<file path="config.mk">
export PLATFORM = sky130hd
export DESIGN_NAME = pc_fetch_unit_flat
export DESIGN_NICKNAME = d
export VERILOG_FILES = /design/src/rtl/pc_fetch_unit_if.sv /design/src/rtl/pc_fetch_unit.sv /design/src/flat_wrapper.sv
export SDC_FILE = /design/constraint.sdc
export NUM_CORES = 1
export LEC_CHECK = 0
export ABC_AREA = 1
export CORE_MARGIN = 2
export CORE_UTILIZATION = 46
export CTS_BUF_LIST = sky130_fd_sc_hd__clkbuf_2 sky130_fd_sc_hd__clkbuf_4 sky130_fd_sc_hd__clkbuf_8
export CTS_CLUSTER_SIZE = 25
export DETAILED_ROUTE_END_ITERATION = 8
export PLACE_DENSITY = 0.83
export SYNTH_ARGS = -nofsm -noshare
export SYNTH_HDL_FRONTEND = slang
export SYNTH_SLANG_ARGS = --single-unit
export TNS_END_PERCENT = 20
</file>
<file path="constraint.sdc">
create_clock -name clk -period 1.61 [get_ports clk]
set_input_delay 0.4025 -clock clk [delete_from_list [all_inputs] [get_ports clk]]
set_output_delay 0.4025 -clock clk [all_outputs]
set_load 0.01 [all_outputs]
</file>
<file path="src/rtl/pc_fetch_unit_if.sv">
// Fetch-stage bundle: IMEM address/data, decode stall/redirect controls and IF/ID outputs.
// master = fetch unit, slave = IMEM/decode side.
interface pc_fetch_unit_if #(
  parameter int PC_WIDTH_LENGTH   = 32,
  parameter int INST_WIDTH_LENGTH = 32
);
  logic [PC_WIDTH_LENGTH-1:0]   pc_o;
  logic [INST_WIDTH_LENGTH-1:0] inst_i;
  logic                         stall;
  logic                         redirect;
  logic [PC_WIDTH_LENGTH-1:0]   redirect_pc;
  logic [PC_WIDTH_LENGTH-1:0]   id_pc;
  logic [INST_WIDTH_LENGTH-1:0] id_inst;
  logic                         id_valid;
  logic                         misalign_exc;

  modport master (
    output pc_o, id_pc, id_inst, id_valid, misalign_exc,
    input  inst_i, stall, redirect, redirect_pc
  );

  modport slave (
    input  pc_o, id_pc, id_inst, id_valid, misalign_exc,
    output inst_i, stall, redirect, redirect_pc
  );
endinterface

</file>
<file path="src/rtl/pc_fetch_unit.sv">
// Fetch stage: PC -> IMEM, 1-cycle IF/ID register; stall holds all state, redirect wins and flushes.
// Optional IF_MISALIGN_TRAP_EN: misaligned redirect goes to TRAP_PC and pulses misalign_exc.
module pc_fetch_unit #(
  parameter int                           PC_WIDTH_LENGTH   = 32,
  parameter int                           INST_WIDTH_LENGTH = 32,
  parameter logic [PC_WIDTH_LENGTH-1:0]   RESET_PC          = 32'h0000_0000,
  parameter logic [PC_WIDTH_LENGTH-1:0]   TRAP_PC           = 32'h0000_0100,
  parameter logic [INST_WIDTH_LENGTH-1:0] NOP_INST          = 32'h0000_0013
) (
  input  logic             clk,
  input  logic             rst,
  pc_fetch_unit_if.master  fif
);

  localparam int PCW = PC_WIDTH_LENGTH;
  localparam int IW  = INST_WIDTH_LENGTH;

  // Only the word index is stored, so the IMEM address can never be misaligned.
  logic [PCW-3:0] pc_q,       pc_d;
  logic [PCW-1:0] id_pc_q,    id_pc_d;
  logic [IW-1:0]  id_inst_q,  id_inst_d;
  logic           id_valid_q, id_valid_d;
  logic [PCW-3:0] target_word;
  logic           misalign_d;

  always_comb begin
    target_word = fif.redirect_pc[PCW-1:2];
    misalign_d  = 1'b0;
`ifdef IF_MISALIGN_TRAP_EN
    if (fif.redirect && (fif.redirect_pc[1:0] != 2'b00)) begin
      target_word = TRAP_PC[PCW-1:2];
      misalign_d  = 1'b1;
    end
`endif
  end

  always_comb begin
    pc_d       = pc_q;
    id_pc_d    = id_pc_q;
    id_inst_d  = id_inst_q;
    id_valid_d = id_valid_q;
    if (fif.redirect) begin
      // The word fetched this cycle is on the wrong path: replace it with a bubble.
      pc_d       = target_word;
      id_pc_d    = '0;
      id_inst_d  = NOP_INST;
      id_valid_d = 1'b0;
    end else if (!fif.stall) begin
      pc_d       = pc_q + 1'b1;
      id_pc_d    = {pc_q, 2'b00};
      id_inst_d  = fif.inst_i;
      id_valid_d = 1'b1;
    end
  end

  always_ff @(posedge clk) begin
    if (rst) begin
      pc_q       <= RESET_PC[PCW-1:2];
      id_pc_q    <= '0;
      id_inst_q  <= NOP_INST;
      id_valid_q <= 1'b0;
    end else begin
      pc_q       <= pc_d;
      id_pc_q    <= id_pc_d;
      id_inst_q  <= id_inst_d;
      id_valid_q <= id_valid_d;
    end
  end

`ifdef IF_MISALIGN_TRAP_EN
  logic misalign_q;

  always_ff @(posedge clk) begin
    if (rst) misalign_q <= 1'b0;
    else     misalign_q <= misalign_d;
  end

  assign fif.misalign_exc = misalign_q;
`else
  assign fif.misalign_exc = 1'b0;
`endif

  assign fif.pc_o     = {pc_q, 2'b00};
  assign fif.id_pc    = id_pc_q;
  assign fif.id_inst  = id_inst_q;
  assign fif.id_valid = id_valid_q;

endmodule

</file>
<file path="src/flat_wrapper.sv">
// flat-port wrapper written by rule: the top's interface ports become plain ports
module pc_fetch_unit_flat 
#(
  parameter int                           PC_WIDTH_LENGTH   = 32,
  parameter int                           INST_WIDTH_LENGTH = 32,
  parameter logic [PC_WIDTH_LENGTH-1:0]   RESET_PC          = 32'h0000_0000,
  parameter logic [PC_WIDTH_LENGTH-1:0]   TRAP_PC           = 32'h0000_0100,
  parameter logic [INST_WIDTH_LENGTH-1:0] NOP_INST          = 32'h0000_0013
)
  (clk, rst, fif_pc_o, fif_id_pc, fif_id_inst, fif_id_valid, fif_misalign_exc, fif_inst_i, fif_stall, fif_redirect, fif_redirect_pc);
  pc_fetch_unit_if #(.PC_WIDTH_LENGTH(PC_WIDTH_LENGTH), .INST_WIDTH_LENGTH(INST_WIDTH_LENGTH)) fif_i ();
  input  logic clk;
  input  logic rst;
  output wire logic [$bits(fif_i.pc_o)-1:0] fif_pc_o;
  output wire logic [$bits(fif_i.id_pc)-1:0] fif_id_pc;
  output wire logic [$bits(fif_i.id_inst)-1:0] fif_id_inst;
  output wire logic [$bits(fif_i.id_valid)-1:0] fif_id_valid;
  output wire logic [$bits(fif_i.misalign_exc)-1:0] fif_misalign_exc;
  input wire logic [$bits(fif_i.inst_i)-1:0] fif_inst_i;
  input wire logic [$bits(fif_i.stall)-1:0] fif_stall;
  input wire logic [$bits(fif_i.redirect)-1:0] fif_redirect;
  input wire logic [$bits(fif_i.redirect_pc)-1:0] fif_redirect_pc;
  assign fif_pc_o = fif_i.pc_o;
  assign fif_id_pc = fif_i.id_pc;
  assign fif_id_inst = fif_i.id_inst;
  assign fif_id_valid = fif_i.id_valid;
  assign fif_misalign_exc = fif_i.misalign_exc;
  assign fif_i.inst_i = fif_inst_i;
  assign fif_i.stall = fif_stall;
  assign fif_i.redirect = fif_redirect;
  assign fif_i.redirect_pc = fif_redirect_pc;
  pc_fetch_unit #(.PC_WIDTH_LENGTH(PC_WIDTH_LENGTH), .INST_WIDTH_LENGTH(INST_WIDTH_LENGTH), .RESET_PC(RESET_PC), .TRAP_PC(TRAP_PC), .NOP_INST(NOP_INST)) u_core (.clk(clk), .rst(rst), .fif(fif_i));
endmodule
</file>
# Word level (Yosys, flattened, before mapping)
# Cells that the tools add are included.
# Widths: inputs -> output; s select.
word_totals:
  reg_bits: 93
  out_inout_bits: 98
  word_cells: 9
classes:
  add_sub_neg: 1
  eq_ne: 1
  mux: 2
  reduce_logical: 1
op_table:
  columns: ["op", "count"]
  rows:
  - ["$mux 30", 2]
  - ["$add 30x1->30 const B", 1]
  - ["$ne 2x1->1 const B", 1]
  - ["$reduce_or 2->1", 1]

# Logic depth before layout (Yosys ltp)
# Gate-level depths: netlist of run 1.
depth:
  depth_word: 3
  mapped_depth: 9
  depth_no_buf: 9

# Least setup slack after synthesis of run 1
# OpenSTA, ideal clock, no wires.
synth_timing:
  kind: "reg-to-reg"
  startpoint: "register u_core.pc_q[1]"
  endpoint: "register u_core.pc_q[22]"
  setup_ns: 0.134
  arrival_ns: 1.278
  slack_ns: 0.199
  stages_incl_launch_ff: 9
  path_buffers: 0
  synth_period_minus_slack_ns: 1.411
  path_cell_list: "dfxtp_1 ha_1 nand2_2 nor2_4 nand2_2 nor2_2 nand3_1 nand3_1 a21oi_1"
synth_between:
  elab_chain_len: 3
synth_rtl:
  columns: ["item", "line_no", "text"]
  rows:
  - ["from (decl)", "pc_fetch_unit.sv:19", "logic [PCW-3:0] pc_q, pc_d;"]
  - ["from (signal assigned)", "pc_fetch_unit.sv:58", "pc_q <= RESET_PC[PCW-1:2];"]
  - ["from (signal assigned)", "pc_fetch_unit.sv:63", "pc_q <= pc_d;"]
  - ["$add 30x1->30", "pc_fetch_unit.sv:49", "pc_d = pc_q + 1'b1;"]
  - ["$mux 30", "pc_fetch_unit.sv:48", "end else if (!fif.stall) begin"]
  - ["$mux 30", "pc_fetch_unit.sv:42", "if (fif.redirect) begin"]
# Every way passes these cells. The select of a mux whose other input is x is not followed.
# A chain may end at the register's enable or synchronous reset.

# Worst setup path in the final report of run 1
layout_timing:
  startpoint: "register u_core.pc_q[1]"
  endpoint: "output port fif_pc_o[3]"
layout_lines:
  columns: ["item", "line_no", "text"]
  rows:
  - ["to (decl)", "flat_wrapper.sv:14", "output wire logic [$bits(fif_i.pc_o)-1:0] fif_pc_o;"]
# No word-level cell between the ends.

==> metrics.json, run 1 <==
{
  "timing": {
    "setup_skew_ns": 0.00917,
    "finalCriticalPeriod_ns": 1.58,
    "finalSetupViolations": 0,
    "hold_vio_cnt_final": 0,
    "rsz0062_at_grt": "true",
    "final.period_utilization_pct": 97.8,
    "fmax_ghz": 0.635,
    "final.setup.tns_ns": 0,
    "final_report_max_slew_violation_count": 0,
    "setup_slack_ns": 0.0348
  },
  "synthesis": {
    "synthXorXnorAreaFrac_pct": 1.20,
    "synth_cell_type_count": 31,
    "postSynthRegisterBits": 93,
    "synth-compound-area-share_pct": 16.9,
    "yosys.area_share.adder_pct": 0.286,
    "syn_inst": 631,
    "synth_ff_type": "sky130_fd_sc_hd__dfxtp_1",
    "post-synth-top-area-cell": "sky130_fd_sc_hd__dfxtp_1",
    "synth_enable_flop_cells": 0,
    "yosys_warns": 0,
    "synth.yosys.seq_area_share_pct": 42.5,
    "proportion_of_synthesized_flip_flops_having_asynchronous_set_or_reset_pct": 0,
    "synth-simple-area-share_pct": 29.4,
    "synth_top_family_by_area": "simple AND/OR/NAND/NOR gates",
    "post_synth_mux_area_share_pct": 0,
    "synth_top_cells_by_count": "sky130_fd_sc_hd__nand2_1 (184), sky130_fd_sc_hd__dfxtp_1 (93), sky130_fd_sc_hd__a21oi_1 (78)",
    "yosys.area.top_type_share_pct": 42.5,
    "synth_area_per_cell_sq_um": 6.94,
    "post_synthesis_instance_area_sq_um": 4380,
    "most_repeated_cell_in_the_gate_level_netlist_after_synthesis": "sky130_fd_sc_hd__nand2_1",
    "post_synth_main_area_contributors": "sky130_fd_sc_hd__dfxtp_1 (43%), sky130_fd_sc_hd__nand2_1 (16%), sky130_fd_sc_hd__a21oi_1 (8.9%), sky130_fd_sc_hd__o21ai_0 (5.9%), sky130_fd_sc_hd__inv_1 (5.3%)"
  },
  "grt": {
    "grt_first_pass_wirelength_um": 21300,
    "global_route.overflow_total": 0,
    "grt_antenna_before_repair": 0,
    "grt_max_degree": 48,
    "grt.total_usage_pct": 26.5,
    "number_of_global_route_vias_before_repair": 4442
  },
  "die": {
    "dieHeight_um": 102,
    "floorplan.core_area_sq_um": 9240,
    "die_width_um": 102,
    "start_util_pct": 47.4,
    "ios": 166,
    "num_rows": 35,
    "dieArea_sq_um": 10300
  },
  "final_layout": {
    "n_antenna_cell": 0,
    "fin_area_sq_um": 6470,
    "final_net_count": 874,
    "layoutNonFillerInstCount": 939,
    "layout_cell_share_with_drive_strength_beyond_1_pct": 12.6,
    "area_delta_synth_final_pct": 47.9
  },
  "setup_path": {
    "critPathCaptureType": "primary output",
    "crit_type": "flip-flop to primary output",
    "crit_arrival_ns": 1.17,
    "timing.critical_path.required_ns": 1.21,
    "startpoint_types": "flip-flop",
    "timing.critical_path.fanout_max": 4
  },
  "pwr": {
    "vdd_ir_drop_max_mv": 0.401,
    "power_report.internal_total_uw": 3610,
    "total_power_uw": 4990,
    "p_leak_uw": 0.00289,
    "pwr-share-comb_pct": 16.5,
    "power_density_over_the_cells_nw_per_um2": 771,
    "share_seq_of_total_power_pct": 49.9,
    "power.switching_fraction_pct": 27.6,
    "p_switching_uw": 1380,
    "clkPwrFrac_pct": 33.6
  },
  "route": {
    "route.detailed.wl_per_inst_um": 15.2,
    "initialDrtViolationCount": 231,
    "remaining_antenna_violation_count_after_routing": 0,
    "detail_route.drc_violations": 0,
    "route.vias.total": 4825,
    "drt_wl_total_um": 14300,
    "detailedRoute.firstPassIterationCount": 5,
    "post_drt_via_cell_ratio": 5.14
  },
  "cts": {
    "clk_root_buffer_cell": "sky130_fd_sc_hd__clkbuf_8",
    "cts_max_level": 3,
    "worst_skew_pair.late_latency_ns": 0.36,
    "cts_max_path_buffers": 2,
    "cts.reportedPaths.clkPinSlew_ns": 0.09,
    "clock-sinks": 93,
    "tritoncts": "built",
    "cts_buffers": 9
  },
  "placement": {
    "number_of_buffers_added_on_ports": 158,
    "place.gp.congestion": 0.913,
    "dp_hpwl_um": 10900,
    "placed_cell_area_sq_um": 6310,
    "dpl.cell_count": 922,
    "pre_cts_ws_ns": -0.163
  },
  "job": {
    "maxCapViolCount": 0
  },
  "worst_hold_path": {
    "hold_class": "flip-flop to flip-flop"
  },
  "outcome": {
    "run_status": "finished, final reports clean"
  }
}
-- layout by cell type (no fill, tap or decap) --
cell type,synthesis,layout
sky130_fd_sc_hd__a211oi_1,3,3
sky130_fd_sc_hd__a21oi_1,78,78
sky130_fd_sc_hd__a21oi_2,2,2
sky130_fd_sc_hd__a31oi_1,5,5
sky130_fd_sc_hd__and2_1,2,2
sky130_fd_sc_hd__buf_12,0,8
sky130_fd_sc_hd__buf_4,7,28
sky130_fd_sc_hd__bufinv_16,0,1
sky130_fd_sc_hd__clkbuf_4,0,1
sky130_fd_sc_hd__clkbuf_8,1,10
sky130_fd_sc_hd__clkdlybuf4s50_1,0,65
sky130_fd_sc_hd__clkinvlp_4,0,1
sky130_fd_sc_hd__conb_1,1,5
sky130_fd_sc_hd__dfxtp_1,93,72
sky130_fd_sc_hd__dfxtp_2,0,17
sky130_fd_sc_hd__dfxtp_4,0,4
sky130_fd_sc_hd__dlygate4sd2_1,0,93
sky130_fd_sc_hd__ha_4,0,1
sky130_fd_sc_hd__inv_1,62,62
sky130_fd_sc_hd__inv_2,2,2
sky130_fd_sc_hd__inv_6,0,2
sky130_fd_sc_hd__inv_8,0,1
sky130_fd_sc_hd__nand2_1,184,184
sky130_fd_sc_hd__nand2_2,4,4
sky130_fd_sc_hd__nand2_4,3,3
sky130_fd_sc_hd__nand3_1,39,39
sky130_fd_sc_hd__nand3_2,1,1
sky130_fd_sc_hd__nand3b_1,1,1
sky130_fd_sc_hd__nand4_1,3,3
sky130_fd_sc_hd__nor2_1,37,36
sky130_fd_sc_hd__nor2_2,5,5
sky130_fd_sc_hd__nor2_4,9,10
sky130_fd_sc_hd__nor2_8,1,1
sky130_fd_sc_hd__o21a_1,1,1
sky130_fd_sc_hd__o21ai_0,52,51
sky130_fd_sc_hd__o21ai_1,0,1
sky130_fd_sc_hd__o221ai_1,1,1
sky130_fd_sc_hd__xnor2_1,2,2
sky130_fd_sc_hd__xor2_1,4,4
-- routing by layer --
metal  GRT usage (%)  up-vias  wire, um
li1                -     2367         -
met1            30.7     2215      5600
met2            46.7      214      6970
met3            6.21       29      1270
met4            10.7        0       431
met5               0        -         0
-- cell type report --
type	count	area, sq um
Clock buffer	11	145
Clock inverter	5	66.3
Fill cell	794	2770
Inverter	64	240
Multi-Input combinational cell	443	2130
Sequential cell	93	1900
Tap cell	129	161
Timing Repair Buffer	194	1840
-- sequential cells by signal (all words and copies together) (netlist names) --
register,flops
u_core.pc_q,30
u_core.fif.id_pc,30
u_core.fif.id_valid,1
u_core.fif.id_inst,32
-- power groups by stage --
stage	logic, uW	registers (uW)	clock network, uW
floorplan	314	2570	0
detailed placement	880	2540	0
global route	891	2500	1780
global placement	861	2540	0
CTS	821	2490	1680
finish	825	2490	1680
-- worst max-delay path: stages (launching register included) --
cell                            delay [ns]
sky130_fd_sc_hd__dfxtp_2              0.38
sky130_fd_sc_hd__buf_4                0.15
sky130_fd_sc_hd__dlygate4sd2_1        0.29
-- logic make-up after synthesis --
logic type	after synthesis
fa+ha+maj	1
simple gates	289
other cells	1
flops	93
compound gates	142
buf+inv	99
xor+xnor	6
-- worst paths after layout --
path,startpoint,endpoint,slack [ns],depth (start not counted)
min reg2reg,u_core.fif.id_pc[7],u_core.fif.id_pc[7],0.46,2
min,u_core.fif.id_pc[7],u_core.fif.id_pc[7],0.46,2
max,u_core.pc_q[1],fif_pc_o[3],0.03,2
max reg2reg,u_core.pc_q[1],u_core.pc_q[16],0.06,9
-- through the flow --
step	util [%]	hold slack (ns)
after global routing	70.1	0.488
final	70.1	0.461
after detailed placement	68.3	0.450
after global placement	68.3	0.448
after floorplan	-	0.488
after CTS	69.7	0.461
-- what timing repair did --
action | 4_1_cts | 5_1_grt
hold buffers | 0 | 0
resized for setup | 116 | 7
hold endpoints to repair | 0 | 0
cloned | 0 | 0
pin swaps | 0 | 1
setup endpoints to repair | 93 | 8
setup buffers | 0 | 1
(Power assumes the default switching activity.)
==> run 2, diff against run 1 <==
- SETUP_SLACK_MARGIN: not set -> 0.2
==> metrics.json, run 2 (same netlist as run 1, synthesis figures left out) <==
{
  "outcome": {
    "run_status": "finished, final reports clean"
  },
  "route": {
    "detail_route.drc_violations": 0,
    "post_drt_via_cell_ratio": 5.15,
    "remaining_antenna_violation_count_after_routing": 0,
    "drt_wl_total_um": 14600,
    "route.detailed.wl_per_inst_um": 15.5,
    "detailedRoute.firstPassIterationCount": 5,
    "initialDrtViolationCount": 238,
    "route.vias.total": 4852
  },
  "final_layout": {
    "final_common_cell": "sky130_fd_sc_hd__nand2_1",
    "area_delta_synth_final_pct": 51.5,
    "fin_area_sq_um": 6630,
    "fin_util_pct": 71.8,
    "largest_register_ffs": 32,
    "mostFrequentLayoutCells": "sky130_fd_sc_hd__nand2_1 (178), sky130_fd_sc_hd__a21oi_1 (77), sky130_fd_sc_hd__dfxtp_1 (65)",
    "num-fill-cells": 782,
    "final_net_count": 876,
    "layout_cell_share_with_drive_strength_beyond_1_pct": 18.3
  },
  "pwr": {
    "vdd_ir_drop_max_mv": 0.417,
    "pwr-share-comb_pct": 17.2,
    "power_density_over_the_cells_nw_per_um2": 733,
    "share_seq_of_total_power_pct": 51.1,
    "p_switching_uw": 1420,
    "power.switching_fraction_pct": 29.3,
    "p_leak_uw": 0.00280,
    "clkPwrFrac_pct": 31.7,
    "total_power_uw": 4860,
    "power_report.internal_total_uw": 3440
  },
  "setup_path": {
    "crit_type": "flip-flop to flip-flop",
    "r2r.worst_path.cells": 8,
    "startpoint_types": "flip-flop",
    "timing.critical_path.required_ns": 1.87,
    "rrSetupSlack_ns": 0.11,
    "r2r-end": "u_core.pc_q[8]",
    "r2r-start": "u_core.pc_q[1]",
    "timing.critical_path.from": "u_core.pc_q[1]",
    "critPathCaptureType": "flip-flop",
    "crit_arrival_ns": 1.76,
    "timing.critical_path.fanout_max": 5
  },
  "grt": {
    "grt_first_pass_wirelength_um": 22200,
    "grt.total_usage_pct": 27.3,
    "number_of_global_route_vias_before_repair": 4587,
    "global_route.overflow_total": 0,
    "grt_antenna_before_repair": 1,
    "grt_max_degree": 53
  },
  "timing": {
    "fmax_ghz": 0.665,
    "finalCriticalPeriod_ns": 1.50,
    "final.setup.tns_ns": 0,
    "finalSetupViolations": 0,
    "setup_skew_ns": 0.0116,
    "final.period_utilization_pct": 93.4,
    "setup_slack_ns": 0.106,
    "final_report_max_slew_violation_count": 0,
    "rsz0062_at_grt": "true",
    "hold_vio_cnt_final": 0
  },
  "worst_hold_path": {
    "whs_endpoint": "u_core.fif.id_inst[12]",
    "hold_class": "flip-flop to flip-flop",
    "worstHoldPathCells": 2,
    "hold_path_startpoint": "u_core.fif.id_inst[12]"
  },
  "cts": {
    "cts_max_level": 3,
    "cts_hold_repair.buffers": 0,
    "cts.reportedPaths.clkPinSlew_ns": 0.09,
    "clk_root_buffer_cell": "sky130_fd_sc_hd__clkbuf_8",
    "tritoncts": "built",
    "cts_buffers": 9,
    "worst_skew_pair.late_latency_ns": 0.37,
    "clock-sinks": 93,
    "cts_max_path_buffers": 2
  },
  "placement": {
    "number_of_buffers_added_on_ports": 158,
    "pre_cts_ws_ns": -0.204,
    "dp_hpwl_um": 10700,
    "placed_cell_area_sq_um": 6220,
    "place.gp.congestion": 0.954
  },
  "die": {
    "die_width_um": 102,
    "ios": 166,
    "start_util_pct": 47.4,
    "floorplan.core_area_sq_um": 9240,
    "num_rows": 35,
    "dieArea_sq_um": 10300,
    "dieHeight_um": 102
  },
  "job": {
    "maxCapViolCount": 0
  }
}
==> run 2: worst max path at each step <==
stage / endpoint / slack, ns
4_1_cts: u_core.pc_q[24] / 0.16
3_5_place_dp: u_core.pc_q[13] / -0.20
5_1_grt: u_core.pc_q[20] / 0.05
6_report: u_core.pc_q[8] / 0.11
3_3_place_gp: u_core.pc_q[10] / -0.16
2_1_floorplan: u_core.pc_q[22] / 0.22
==> run 2: final cells by class <==
cell class	count	area, sq um	share of cell area, %
flip-flops and latches	93	1950	29.4
clock buffers	10	138	2.08
well taps	129	161	2.43
diodes	1	2.50	0.0377
repair buffers	196	1880	28.4
clock inverters	6	50.0	0.755
multi-input cells	443	2210	33.3
inverters	64	240	3.62
==> run 2: metal layers <==
layer	part of all wire, %	global-route usage (%)	up-vias
met5	0	0	-
met4	2.8	8.73	0
met3	8.1	6.90	29
met2	49	49.2	203
met1	40	31.6	2244
li1	-	-	2376
==> run 2: per-stage QoR <==
stage	hold slack (ns)	std cells
4_1_cts	0.466	935
5_1_grt	0.477	942
6_report	0.466	942
3_3_place_gp	0.451	914
3_5_place_dp	0.454	914
2_1_floorplan	0.488	635
==> run 2: critical path, stage by stage, from the launching register on <==
cell                      delay (ns)
sky130_fd_sc_hd__dfxtp_4        0.40
sky130_fd_sc_hd__ha_4           0.16
sky130_fd_sc_hd__nand2_4        0.06
sky130_fd_sc_hd__nor2_4         0.17
sky130_fd_sc_hd__nand2_4        0.10
sky130_fd_sc_hd__buf_4          0.15
sky130_fd_sc_hd__nor2_4         0.08
sky130_fd_sc_hd__xor2_1         0.18
sky130_fd_sc_hd__a21oi_1        0.09
==> run 2: power by group through the flow <==
stage / combinational, uW / clock, uW / sequential (uW)
finish: 837 / 1540 / 2490
global placement: 829 / 0 / 2540
detailed placement: 847 / 0 / 2540
global route: 908 / 1660 / 2500
CTS: 817 / 1560 / 2490
floorplan: 314 / 0 / 2570
==> run 2: timing repair <==
action / 4_1_cts / 5_1_grt
resized for setup: 202 / 39
pin swaps: 0 / 16
setup endpoints to repair: 112 / 116
setup buffers: 5 / 6
cloned: 0 / 0
